### src/rtl/spi_slave_rx_pkg.sv
// Constants and types shared by the SPI receive path and the transmit driver.
// A word is {dc, data}, with dc in the top bit.
package spi_slave_rx_pkg;

   localparam int   SPI_DATA_SIZE = 9;
   localparam int   SPI_DC_BIT    = SPI_DATA_SIZE - 1;
   localparam logic SPI_DC_CMD    = 1'b0;
   localparam logic SPI_DC_DATA   = 1'b1;

   typedef enum logic [0:0] {
      RX_IDLE  = 1'b0,
      RX_SHIFT = 1'b1
   } rx_state_e;

endpackage

### src/rtl/spi_slave_rx_if.sv
// Bundles the 4-wire SPI bus and the received-word stream.
// The slave modport is the receiver's view; the master modport drives the bus and consumes the words.
interface spi_slave_rx_if
   import spi_slave_rx_pkg::*;
#(
   parameter int DATA_SIZE = SPI_DATA_SIZE
) ();

   logic                 spi_sck;
   logic                 spi_mosi;
   logic                 spi_dc;
   logic                 spi_cs;
   logic [DATA_SIZE-1:0] out_data;
   logic                 out_valid;
   logic                 out_ready;
   logic                 overflow;
   logic                 frame_error;
   logic                 busy;

   modport slave (
      input  spi_sck, spi_mosi, spi_dc, spi_cs, out_ready,
      output out_data, out_valid, overflow, frame_error, busy
   );

   modport master (
      output spi_sck, spi_mosi, spi_dc, spi_cs, out_ready,
      input  out_data, out_valid, overflow, frame_error, busy
   );

endinterface

### src/rtl/spi_rx_fifo.sv
// Small synchronous FIFO for received words.
// A push into a full FIFO is accepted only when a pop happens in the same cycle.
module spi_rx_fifo
   import spi_slave_rx_pkg::*;
#(
   parameter int WIDTH = SPI_DATA_SIZE,
   parameter int DEPTH = 4
) (
   input  logic             i_clk,
   input  logic             i_rst,
   input  logic             i_push,
   input  logic [WIDTH-1:0] i_data,
   input  logic             i_pop,
   output logic [WIDTH-1:0] o_data,
   output logic             o_valid,
   output logic             o_full,
   output logic             o_overflow
);

   localparam int PTR_W = $clog2(DEPTH);
   localparam int CNT_W = PTR_W + 1;

   logic [WIDTH-1:0] r_mem [DEPTH];
   logic [PTR_W-1:0] r_wr_ptr;
   logic [PTR_W-1:0] r_rd_ptr;
   logic [CNT_W-1:0] r_count;
   logic             r_overflow;

   logic             w_empty;
   logic             w_full;
   logic             w_pop;
   logic             w_push;
   logic [CNT_W-1:0] w_count_nxt;

   assign w_empty = (r_count == {CNT_W{1'b0}});
   assign w_full  = (r_count == CNT_W'(DEPTH));
   assign w_pop   = i_pop & ~w_empty;
   assign w_push  = i_push & (~w_full | w_pop);

   // Occupancy update.
   always_comb begin
      w_count_nxt = r_count;
      case ({w_push, w_pop})
         2'b10:   w_count_nxt = r_count + CNT_W'(1);
         2'b01:   w_count_nxt = r_count - CNT_W'(1);
         default: w_count_nxt = r_count;
      endcase
   end

   // Storage array; contents are only observable through the masked read port.
   always_ff @(posedge i_clk) begin
      if (w_push) begin
         r_mem[r_wr_ptr] <= i_data;
      end
   end

   // Pointers, occupancy and the overflow pulse.
   always_ff @(posedge i_clk or posedge i_rst) begin
      if (i_rst) begin
         r_wr_ptr   <= {PTR_W{1'b0}};
         r_rd_ptr   <= {PTR_W{1'b0}};
         r_count    <= {CNT_W{1'b0}};
         r_overflow <= 1'b0;
      end else begin
         if (w_push) begin
            r_wr_ptr <= r_wr_ptr + PTR_W'(1);
         end
         if (w_pop) begin
            r_rd_ptr <= r_rd_ptr + PTR_W'(1);
         end
         r_count    <= w_count_nxt;
         r_overflow <= i_push & w_full & ~w_pop;
      end
   end

   assign o_data     = w_empty ? {WIDTH{1'b0}} : r_mem[r_rd_ptr];
   assign o_valid    = ~w_empty;
   assign o_full     = w_full;
   assign o_overflow = r_overflow;

endmodule

### src/rtl/spi_slave_rx.sv
// SPI receiver: synchronizes SCK/MOSI/DC/CS into clk, deserializes {dc, byte} frames
// and queues the finished words on a valid/ready stream.
module spi_slave_rx
   import spi_slave_rx_pkg::*;
#(
   parameter int DATA_SIZE   = SPI_DATA_SIZE,
   parameter int FIFO_DEPTH  = 4,
   parameter int SYNC_STAGES = 2
) (
   input  logic          clk,
   input  logic          rst,
   spi_slave_rx_if.slave bus
);

   localparam int                 CNT_W    = $clog2(DATA_SIZE);
   localparam int                 SR_W     = DATA_SIZE - 2;
   localparam logic [CNT_W-1:0]   LAST_CNT = CNT_W'(DATA_SIZE - 2);

   logic [SYNC_STAGES-1:0] r_sck_sync;
   logic [SYNC_STAGES-1:0] r_mosi_sync;
   logic [SYNC_STAGES-1:0] r_dc_sync;
   logic [SYNC_STAGES-1:0] r_cs_sync;

   logic                 r_sck_d;
   logic                 r_cs_d;
   logic                 r_sck_rise;
   logic                 r_cs_rise;
   logic                 r_cs_fall;
   logic                 r_mosi_e;
   logic                 r_dc_e;

   rx_state_e            r_state;
   rx_state_e            w_state_nxt;
   logic [CNT_W-1:0]     r_cnt;
   logic [CNT_W-1:0]     w_cnt_nxt;
   logic [SR_W-1:0]      r_shift;
   logic [SR_W-1:0]      w_shift_nxt;
   logic                 w_complete;
   logic                 w_frame_err;
   logic [DATA_SIZE-1:0] w_word;

   logic                 r_push;
   logic [DATA_SIZE-1:0] r_word;
   logic                 r_frame_err;
   logic                 r_busy;

   logic                 w_sck_s;
   logic                 w_cs_s;
   logic [DATA_SIZE-1:0] w_fifo_data;
   logic                 w_fifo_valid;
   logic                 w_fifo_full;
   logic                 w_fifo_ovf;

   assign w_sck_s = r_sck_sync[SYNC_STAGES-1];
   assign w_cs_s  = r_cs_sync[SYNC_STAGES-1];

   // Identical synchronizer chains keep MOSI/DC aligned with the SCK edge they belong to.
   always_ff @(posedge clk or posedge rst) begin
      if (rst) begin
         r_sck_sync  <= {SYNC_STAGES{1'b0}};
         r_mosi_sync <= {SYNC_STAGES{1'b0}};
         r_dc_sync   <= {SYNC_STAGES{1'b0}};
         r_cs_sync   <= {SYNC_STAGES{1'b1}};
      end else begin
         r_sck_sync  <= {r_sck_sync[SYNC_STAGES-2:0],  bus.spi_sck};
         r_mosi_sync <= {r_mosi_sync[SYNC_STAGES-2:0], bus.spi_mosi};
         r_dc_sync   <= {r_dc_sync[SYNC_STAGES-2:0],   bus.spi_dc};
         r_cs_sync   <= {r_cs_sync[SYNC_STAGES-2:0],   bus.spi_cs};
      end
   end

   // Edge detection, registered together with the data bits captured at that edge.
   always_ff @(posedge clk or posedge rst) begin
      if (rst) begin
         r_sck_d    <= 1'b0;
         r_cs_d     <= 1'b1;
         r_sck_rise <= 1'b0;
         r_cs_rise  <= 1'b0;
         r_cs_fall  <= 1'b0;
         r_mosi_e   <= 1'b0;
         r_dc_e     <= 1'b0;
      end else begin
         r_sck_d    <= w_sck_s;
         r_cs_d     <= w_cs_s;
         r_sck_rise <= w_sck_s & ~r_sck_d;
         r_cs_rise  <= w_cs_s & ~r_cs_d;
         r_cs_fall  <= ~w_cs_s & r_cs_d;
         r_mosi_e   <= r_mosi_sync[SYNC_STAGES-1];
         r_dc_e     <= r_dc_sync[SYNC_STAGES-1];
      end
   end

   // FSM state register.
   always_ff @(posedge clk or posedge rst) begin
      if (rst) begin
         r_state <= RX_IDLE;
      end else begin
         r_state <= w_state_nxt;
      end
   end

   // FSM next-state logic.
   always_comb begin
      w_state_nxt = r_state;
      case (r_state)
         RX_IDLE: begin
            if (r_cs_fall) begin
               w_state_nxt = RX_SHIFT;
            end else begin
               w_state_nxt = RX_IDLE;
            end
         end
         RX_SHIFT: begin
            if (r_cs_rise) begin
               w_state_nxt = RX_IDLE;
            end else begin
               w_state_nxt = RX_SHIFT;
            end
         end
         default: w_state_nxt = RX_IDLE;
      endcase
   end

   // FSM outputs: the SCK edge is applied before the CS-rise frame check.
   always_comb begin
      w_cnt_nxt   = r_cnt;
      w_shift_nxt = r_shift;
      w_complete  = 1'b0;
      w_frame_err = 1'b0;
      case (r_state)
         RX_IDLE: begin
            if (r_cs_fall) begin
               w_cnt_nxt   = {CNT_W{1'b0}};
               w_shift_nxt = {SR_W{1'b0}};
            end else begin
               w_cnt_nxt   = r_cnt;
            end
         end
         RX_SHIFT: begin
            if (r_sck_rise) begin
               w_shift_nxt = {r_shift[SR_W-2:0], r_mosi_e};
               if (r_cnt == LAST_CNT) begin
                  w_complete = 1'b1;
                  w_cnt_nxt  = {CNT_W{1'b0}};
               end else begin
                  w_cnt_nxt  = r_cnt + CNT_W'(1);
               end
            end else begin
               w_shift_nxt = r_shift;
            end
            if (r_cs_rise) begin
               w_frame_err = (w_cnt_nxt != {CNT_W{1'b0}});
               w_cnt_nxt   = {CNT_W{1'b0}};
            end else begin
               w_frame_err = 1'b0;
            end
         end
         default: begin
            w_cnt_nxt   = {CNT_W{1'b0}};
            w_shift_nxt = {SR_W{1'b0}};
         end
      endcase
      w_word = {r_dc_e, r_shift, r_mosi_e};
   end

   // Shift datapath, push request and frame-error pulse.
   always_ff @(posedge clk or posedge rst) begin
      if (rst) begin
         r_cnt       <= {CNT_W{1'b0}};
         r_shift     <= {SR_W{1'b0}};
         r_push      <= 1'b0;
         r_word      <= {DATA_SIZE{1'b0}};
         r_frame_err <= 1'b0;
         r_busy      <= 1'b0;
      end else begin
         r_cnt       <= w_cnt_nxt;
         r_shift     <= w_shift_nxt;
         r_push      <= w_complete;
         r_frame_err <= w_frame_err;
         r_busy      <= ~w_cs_s | (r_state == RX_SHIFT) | (r_cnt != {CNT_W{1'b0}});
         if (w_complete) begin
            r_word <= w_word;
         end
      end
   end

   spi_rx_fifo #(
      .WIDTH (DATA_SIZE),
      .DEPTH (FIFO_DEPTH)
   ) u_fifo (
      .i_clk      (clk),
      .i_rst      (rst),
      .i_push     (r_push),
      .i_data     (r_word),
      .i_pop      (bus.out_ready),
      .o_data     (w_fifo_data),
      .o_valid    (w_fifo_valid),
      .o_full     (w_fifo_full),
      .o_overflow (w_fifo_ovf)
   );

   assign bus.out_data    = w_fifo_data;
   assign bus.out_valid   = w_fifo_valid;
   assign bus.overflow    = w_fifo_ovf;
   assign bus.frame_error = r_frame_err;
   assign bus.busy        = r_busy;

endmodule

### src/flat_wrapper.sv
// flat-port wrapper written by rule: the top's interface ports become plain ports
module spi_slave_rx_flat import spi_slave_rx_pkg::*;
#(
   parameter int DATA_SIZE   = SPI_DATA_SIZE,
   parameter int FIFO_DEPTH  = 4,
   parameter int SYNC_STAGES = 2
)
  (clk, rst, bus_spi_sck, bus_spi_mosi, bus_spi_dc, bus_spi_cs, bus_out_ready, bus_out_data, bus_out_valid, bus_overflow, bus_frame_error, bus_busy);
  spi_slave_rx_if #(.DATA_SIZE(DATA_SIZE)) bus_i ();
  input  logic clk;
  input  logic rst;
  input wire logic [$bits(bus_i.spi_sck)-1:0] bus_spi_sck;
  input wire logic [$bits(bus_i.spi_mosi)-1:0] bus_spi_mosi;
  input wire logic [$bits(bus_i.spi_dc)-1:0] bus_spi_dc;
  input wire logic [$bits(bus_i.spi_cs)-1:0] bus_spi_cs;
  input wire logic [$bits(bus_i.out_ready)-1:0] bus_out_ready;
  output wire logic [$bits(bus_i.out_data)-1:0] bus_out_data;
  output wire logic [$bits(bus_i.out_valid)-1:0] bus_out_valid;
  output wire logic [$bits(bus_i.overflow)-1:0] bus_overflow;
  output wire logic [$bits(bus_i.frame_error)-1:0] bus_frame_error;
  output wire logic [$bits(bus_i.busy)-1:0] bus_busy;
  assign bus_i.spi_sck = bus_spi_sck;
  assign bus_i.spi_mosi = bus_spi_mosi;
  assign bus_i.spi_dc = bus_spi_dc;
  assign bus_i.spi_cs = bus_spi_cs;
  assign bus_i.out_ready = bus_out_ready;
  assign bus_out_data = bus_i.out_data;
  assign bus_out_valid = bus_i.out_valid;
  assign bus_overflow = bus_i.overflow;
  assign bus_frame_error = bus_i.frame_error;
  assign bus_busy = bus_i.busy;
  spi_slave_rx #(.DATA_SIZE(DATA_SIZE), .FIFO_DEPTH(FIFO_DEPTH), .SYNC_STAGES(SYNC_STAGES)) u_core (.clk(clk), .rst(rst), .bus(bus_i));
endmodule
### config.mk
export PLATFORM = sky130hd
export DESIGN_NAME = spi_slave_rx_flat
export DESIGN_NICKNAME = d
export VERILOG_FILES = /design/src/rtl/spi_slave_rx_pkg.sv /design/src/rtl/spi_slave_rx_if.sv /design/src/rtl/spi_rx_fifo.sv /design/src/rtl/spi_slave_rx.sv /design/src/flat_wrapper.sv
export SDC_FILE = /design/constraint.sdc
export NUM_CORES = 1
export LEC_CHECK = 0
export ABC_AREA = 1
export BUFFER_PORTS_ARGS = -buffer_cell sky130_fd_sc_hd__buf_4
export CORE_MARGIN = 5
export CORE_UTILIZATION = 30
export CTS_BUF_LIST = sky130_fd_sc_hd__clkbuf_8
export DETAILED_ROUTE_END_ITERATION = 6
export GPL_ROUTABILITY_DRIVEN = 1
export HOLD_SLACK_MARGIN = 0.1
export MAX_ROUTING_LAYER = met4
export PLACE_DENSITY = 0.42
export SYNTH_ARGS = -nofsm -noshare
export SYNTH_HDL_FRONTEND = slang
export SYNTH_HIERARCHICAL = 1
export SYNTH_SLANG_ARGS = --single-unit
### constraint.sdc
create_clock -name clk -period 2.3 [get_ports clk]
set_clock_uncertainty 0.15 [all_clocks]
set_input_delay 0.345 -clock clk [delete_from_list [all_inputs] [get_ports clk]]
set_output_delay 0.345 -clock clk [all_outputs]
set_load 0.01 [all_outputs]
==> results.yml, run 1 <==
status:
  status: "completed"
finish:
  area_delta_synth_final_pct: 17.23
  drive_gt1_share_pct: 21.47
  final_net_count: 349
  final_common_cell: "nor2_1"
  diodes: 0
  fin_cells: 480
  most-common-layout-cells: "50 x nor2_1, 43 x dfrtp_1, 40 x nand2_1, 36 x edfxtp_1, 35 x inv_1"
  fin_util_pct: 36.12
floorplan:
  start_util_pct: 30.81
  core_area_mm2: 0.01094
  die_width_um: 116.0
  die_h_um: 116.0
  die_area_mm2: 0.01345
  rows: 38
  boundaryPins: 20
min_path:
  hold_start: "bus_out_ready"
  holdPathStages: 3
  min_path_type: "input pin to flip-flop"
  worstHoldEndpoint: "u_core/u_fifo/r_rd_ptr[0]"
global_route:
  antenna_found_initial: 0
  grt_pass1_wl_mm: 10.34
  grtUsageTotal_pct: 10.27
  grt_start_max_net_pins: 40
  grt_remaining_overflow: 0
  grt_pass1_vias: 2032
timing:
  tightestPinTransition_ns: 0.6383
  setup_tns_ns: 0
  final_max_slew_viol_count: 0
  max_freq_mhz: 472.9
  fin_crit_ns: 2.115
  setup-violations-final: 0
  finalCritPeriodShare_pct: 91.95
  fin_hold_ws_ns: 0.1551
  rsz0062_at_grt: "false"
  finalHoldViolCount: 0
  relSlewSlack_pct: 57.45
critical_path:
  slowest_stage: "dfrtp_1"
  cp.arrival_ns: 1.62
  ff2ff_path_depth: 5
  regToRegSetupSlack_ns: 0.46
  crit_fanout: 9
  required_ns: 1.80
  critPathCaptureType: "output port"
  worstSetupStartpointType: "flip-flop"
  regToRegEndpoint: "u_core/r_word[7]"
  reg2reg_from: "u_core/r_cnt[0]"
  crit_chain: "nor2_4, nand2_4, clkinv_1, a21oi_1, buf_4"
  critical-path-max-stage-delay_ns: 0.43
  crit_type: "flip-flop to output port"
logic_synthesis:
  yosys_most_used_dff: "dfrtp_1"
  synth_cells: 297
  ys_warn_count: 6
  syn-num-nets: 311
  avgSynthCellArea_um2: 11.35
  synth_cell_types: 31
  yosysTopAreaCellShare_pct: 32.68
  yosys.area.top_type: "dfrtp_1"
  ys_ff_latch: 83
  synth_edf_count: 36
  synth.area.top_cells: "dfrtp_1 33%, edfxtp_1 32%, nor2_1 5.6%, nand2_1 4.5%, inv_1 3.9%"
  synth_area_mm2: 0.003369
  async_flop_share_pct: 56.63
  ys_seq_area_share_pct: 67.10
power_and_ir_drop:
  p_leak_nw: 1.730
  power.density_mw_per_mm2: 980.6
  clockPowerShare_pct: 27.1
  sw_frac_of_total_pct: 32.98
  switching_power_w: 0.001278
  pwr-share-comb_pct: 28.2
  seq_power_share_pct: 44.7
  power.internal_w: 0.002596
  peakVddDrop_v: 0.0004875
clock_tree:
  cts_max_level: 3
  cts_post_setup_buffers_inserted: 0
  cts_num_sinks: 83
  clkLatencyLatePin_ns: 0.35
  cts_tree: "yes"
  clockRootBuffer: "clkbuf_8"
  clk_pin_slew_ns: 0.09
  numCtsBuffers: 9
  cts_buffer_depth: 2
drt:
  vias_per_cell: 4.165
  first_pass_iters: 4
  wl_per_cell_um: 12.31
  post-route-drc-count: 0
  vias: 1999
  wl_mm: 5.909
  drt-initial-drc-count: 128
  drtAntennaViolNets: 0
placed_design:
  routabilityCongestion: 0.7468
  dp.cells: 459
  port_buffers: 19
  hpwl_mm: 3.893
run:
  cap_violations: 0
Yosys cell counts, types with 2 or more instances:
| cell type | number |
|---|---|
| a21oi_1 | 11 |
| buf_6 | 2 |
| clkinv_1 | 2 |
| dfrtp_1 | 44 |
| dfstp_2 | 3 |
| edfxtp_1 | 36 |
| ha_1 | 6 |
| inv_1 | 35 |
| inv_2 | 2 |
| nand2_1 | 40 |
| nand2_2 | 4 |
| nand2_4 | 4 |
| nand3_1 | 5 |
| nand3_2 | 2 |
| nor2_1 | 50 |
| nor2_2 | 2 |
| o21ai_0 | 11 |
| o21ai_1 | 10 |
| o21ai_2 | 8 |
| o22ai_1 | 9 |
final cells by class:
class	count	area [um^2]
Fill cell	1108	6985
Sequential cell	83	2262
Multi-Input combinational cell	169	903.4
Timing Repair Buffer	33	260.3
Tap cell	140	175.2
Inverter	39	148.9
Clock buffer	9	123.9
Clock inverter	7	76.32
power by group through the flow:
stage	clock (W)	sequential, W	combinational [W]
after detailed placement	0	0.00176	0.00110
after floorplan	0	0.00171	0.000778
after global routing	0.00117	0.00175	0.00125
after global placement	0	0.00176	0.00110
final	0.00105	0.00173	0.00109
after CTS	0.00109	0.00173	0.00111
sequential cells by signal, indices dropped and copies added (netlist names), 2 cells and up:
name,count
u_core/r_shift,7
u_core/u_fifo/r_mem,36
u_core/r_word,9
u_core/r_mosi_sync,2
u_core/r_cnt,4
u_core/u_fifo/r_rd_ptr,2
u_core/r_dc_sync,2
u_core/u_fifo/r_count,3
u_core/r_sck_sync,2
u_core/u_fifo/r_wr_ptr,2
u_core/r_cs_sync,2
logic make-up after synthesis:
logic type	Yosys count	synth area share, %
AOI/OAI and AO/OA	50	8.763
and+or+nand+nor	110	14.48
DFF	83	67.10
xor gates and xnor gates	2	0.7428
buffers and inverters	45	6.090
adders and majority gates	7	2.822
critical path: cells and delay by family (launching register included):
kind / cells / cell delay, ns
buf+inv: 2 / 0.44
simple gates: 2 / 0.16
compound gates: 1 / 0.24
flops: 1 / 0.43
worst max-delay path by stage:
stage	cells past startpoint	slack (ns)	start	endpoint
2_1_floorplan	6	0.60	u_core/u_fifo/r_count[0]	u_core/u_fifo/r_mem[0][0]
3_3_place_gp	4	0.36	u_core/u_fifo/r_rd_ptr[0]	bus_out_data[2]
3_5_place_dp	4	0.31	u_core/u_fifo/r_rd_ptr[0]	bus_out_data[5]
4_1_cts	4	0.12	u_core/u_fifo/r_rd_ptr[0]	bus_out_data[0]
5_1_grt	5	0.0005	u_core/u_fifo/r_count[0]	bus_out_data[0]
6_report	5	0.19	u_core/u_fifo/r_count[0]	bus_out_data[0]
through the flow:
| step | area [um^2] | total power (W) | setup slack (ns) |
|---|---|---|---|
| 2_1_floorplan | 3369 | 0.002486 | 0.6005 |
| 3_3_place_gp | 3696 | 0.002857 | 0.3561 |
| 3_5_place_dp | 3696 | 0.002864 | 0.3101 |
| 4_1_cts | 3948 | 0.003937 | 0.1152 |
| 5_1_grt | 3950 | 0.004167 | 0.0005213 |
| 6_report | 3950 | 0.003873 | 0.1853 |
what timing repair did:
item                                    in CTS  in global routing
endpoints found under the setup margin       9                  1
hold buffers                                 5                  0
hold endpoints to repair                    48                  0
gates resized for setup                      1                  2
routing by layer:
| metal | vias up | part of all wire (%) | track usage [%] |
|---|---|---|---|
| met5 | - | 0 | - |
| met4 | 0 | 1.5 | 3.712 |
| met1 | 916 | 48 | 13.08 |
| met2 | 30 | 47 | 15.61 |
| met3 | 6 | 3.9 | 3.029 |
| li1 | 1047 | - | - |
(Power assumes the default switching activity.)
==> inputs of run 2 (changes only) <==
==> constraint.sdc (replaced) <==
create_clock -name clk -period 2.62 [get_ports clk]
set_clock_uncertainty 0.15 [all_clocks]
set_input_delay 0.524 -clock clk [delete_from_list [all_inputs] [get_ports clk]]
set_output_delay 0.524 -clock clk [all_outputs]
set_load 0.01 [all_outputs]
==> results.yml, run 2 (synthesized netlist as in run 1, its figures left out) <==
timing:
  max_freq_mhz: 436.7
  fin_hold_ws_ns: 0.2031
  setup-violations-final: 0
  relSlewSlack_pct: 55.85
  final_max_slew_viol_count: 0
  fin_crit_ns: 2.290
  finalHoldViolCount: 0
  setup_tns_ns: 0
  tightestPinTransition_ns: 0.6622
  rsz0062_at_grt: "false"
  finalCritPeriodShare_pct: 87.40
power_and_ir_drop:
  switching_power_w: 0.001120
  pwr-share-comb_pct: 27.2
  power.internal_w: 0.002388
  clockPowerShare_pct: 29.7
  peakVddDrop_v: 0.0003276
  seq_power_share_pct: 43.1
  sw_frac_of_total_pct: 31.92
  power.density_mw_per_mm2: 882.9
  p_leak_nw: 1.751
drt:
  wl_met1_mm: 2.746
  wl_mm: 5.605
  vias: 2019
  vias_per_cell: 4.215
  drt-initial-drc-count: 80
  wl_per_cell_um: 11.70
  routed-wl-met3_um: 212
  first_pass_iters: 4
  maxUsedRoutingLayer: "met4"
  wl_met2_mm: 2.589
  drtAntennaViolNets: 0
  post-route-drc-count: 0
clock_tree:
  cts_max_level: 3
  clkLatencyLatePin_ns: 0.35
  clk_pin_slew_ns: 0.09
  cts_num_sinks: 83
  cts_post_setup_buffers_inserted: 0
  clockRootBuffer: "clkbuf_8"
  cts_buffer_depth: 2
  cts_tree: "yes"
  numCtsBuffers: 9
min_path:
  holdPathStages: 0
  min_path_type: "flip-flop to flip-flop"
critical_path:
  critPathCaptureType: "output port"
  ff2ff_path_depth: 5
  required_ns: 1.95
  crit_chain: "inv_2, o21ai_0, a21oi_1, buf_4"
  critical-path-max-stage-delay_ns: 0.53
  slowest_stage: "dfrtp_2"
  crit_fanout: 19
  worstSetupStartpointType: "flip-flop"
  crit_type: "flip-flop to output port"
  cp.arrival_ns: 1.62
status:
  status: "completed"
finish:
  fill_cells: 1075
  largest_reg_flops: 36
  final_net_count: 348
  fin_cells: 479
  stdcell_area_mm2: 0.003973
  drive_gt1_share_pct: 21.24
  top_regs: "u_core/u_fifo/r_mem (36), u_core/r_word (9), u_core/r_shift (7)"
  multi_input_area_um2: 903.4
  final_common_cell: "nor2_1"
  regArea_mm2: 0.002262
  area_delta_synth_final_pct: 17.90
  most-common-layout-cells: "50 x nor2_1, 43 x dfrtp_1, 40 x nand2_1, 36 x edfxtp_1, 35 x inv_1"
  regMostFlops: "u_core/u_fifo/r_mem"
  diodes: 0
floorplan:
  start_util_pct: 30.81
  die_area_mm2: 0.01345
  rows: 38
  boundaryPins: 20
  core_area_mm2: 0.01094
  die_h_um: 116.0
  die_width_um: 116.0
global_route:
  antenna_found_initial: 0
  grtUsageTotal_pct: 9.938
  grt_pass1_wl_mm: 10.06
  grt_remaining_overflow: 0
  grt_pass1_vias: 2094
  grt_start_max_net_pins: 40
placed_design:
  dp.cells: 458
  place_area_mm2: 0.003689
  port_buffers: 19
  routabilityCongestion: 0.7477
  hpwl_mm: 3.896
run:
  cap_violations: 0
[run 2: cell count changes in the layout (fill, tap and decap cells not counted), sizes merged]
cell,delta
bufinv,+1
buf,-1
clkinv,+1
inv,+1
clkinvlp,-3
[run 2: stage by stage]
| step | total power (W) | util, % | setup slack (ns) |
|---|---|---|---|
| floorplan | 0.002183 | - | 0.9205 |
| global route | 0.003782 | 36.33 | 0.1367 |
| global placement | 0.002496 | 33.73 | 0.6109 |
| CTS | 0.003577 | 36.04 | 0.1486 |
| detailed placement | 0.002504 | 33.73 | 0.5656 |
| finish | 0.003507 | 36.33 | 0.3300 |
[run 2: timing repair]
item                       4_1_cts  5_1_grt
resized for setup                0        1
setup endpoints to repair        0        3
hold buffers                     2        3
hold endpoints to repair         9        3
[run 2: layout make-up]
| cell class | count | share of cell area (%) |
|---|---|---|
| inverter | 39 | 3.685 |
| multi-input combinational | 169 | 22.74 |
| tap | 140 | 4.409 |
| clock inverter | 7 | 2.740 |
| sequential | 83 | 56.94 |
| timing repair buffer | 32 | 6.362 |
| clock buffer | 9 | 3.118 |
[run 2: power by group through the flow]
stage               clock network (W)  logic [W]  registers (W)
global placement                    0   0.000961        0.00154
floorplan                           0   0.000683        0.00150
CTS                           0.00109   0.000973        0.00151
finish                        0.00104   0.000954        0.00151
global route                  0.00115    0.00110        0.00153
detailed placement                  0   0.000965        0.00154
[run 2: final timing paths]
check / slack (ns) / startpoint / end
worst max-delay path: 0.33 / u_core/u_fifo/r_rd_ptr[0] / bus_out_data[0]
worst min-delay path: 0.20 / u_core/r_mosi_sync[1] / u_core/r_mosi_e
worst max register to register: 0.73 / u_core/r_cnt[0] / u_core/r_word[7]
worst min register to register: 0.20 / u_core/r_mosi_sync[1] / u_core/r_mosi_e
max in group asynchronous: 1.25 / rst / u_core/r_cs_d
min in group asynchronous: 0.55 / rst / u_core/u_fifo/r_count[1]
[run 2: critical path: cells and delay by family (launching register included)]
kind | cells | cell delay (ns)
buffers and inverters | 2 | 0.42
DFF | 1 | 0.53
AOI/OAI and AO/OA | 2 | 0.31
[run 2: layer usage]
metal	track usage, %	up-vias
met5	-	-
met4	3.016	0
met3	3.864	5
met2	15.30	21
met1	12.13	960
li1	-	1033
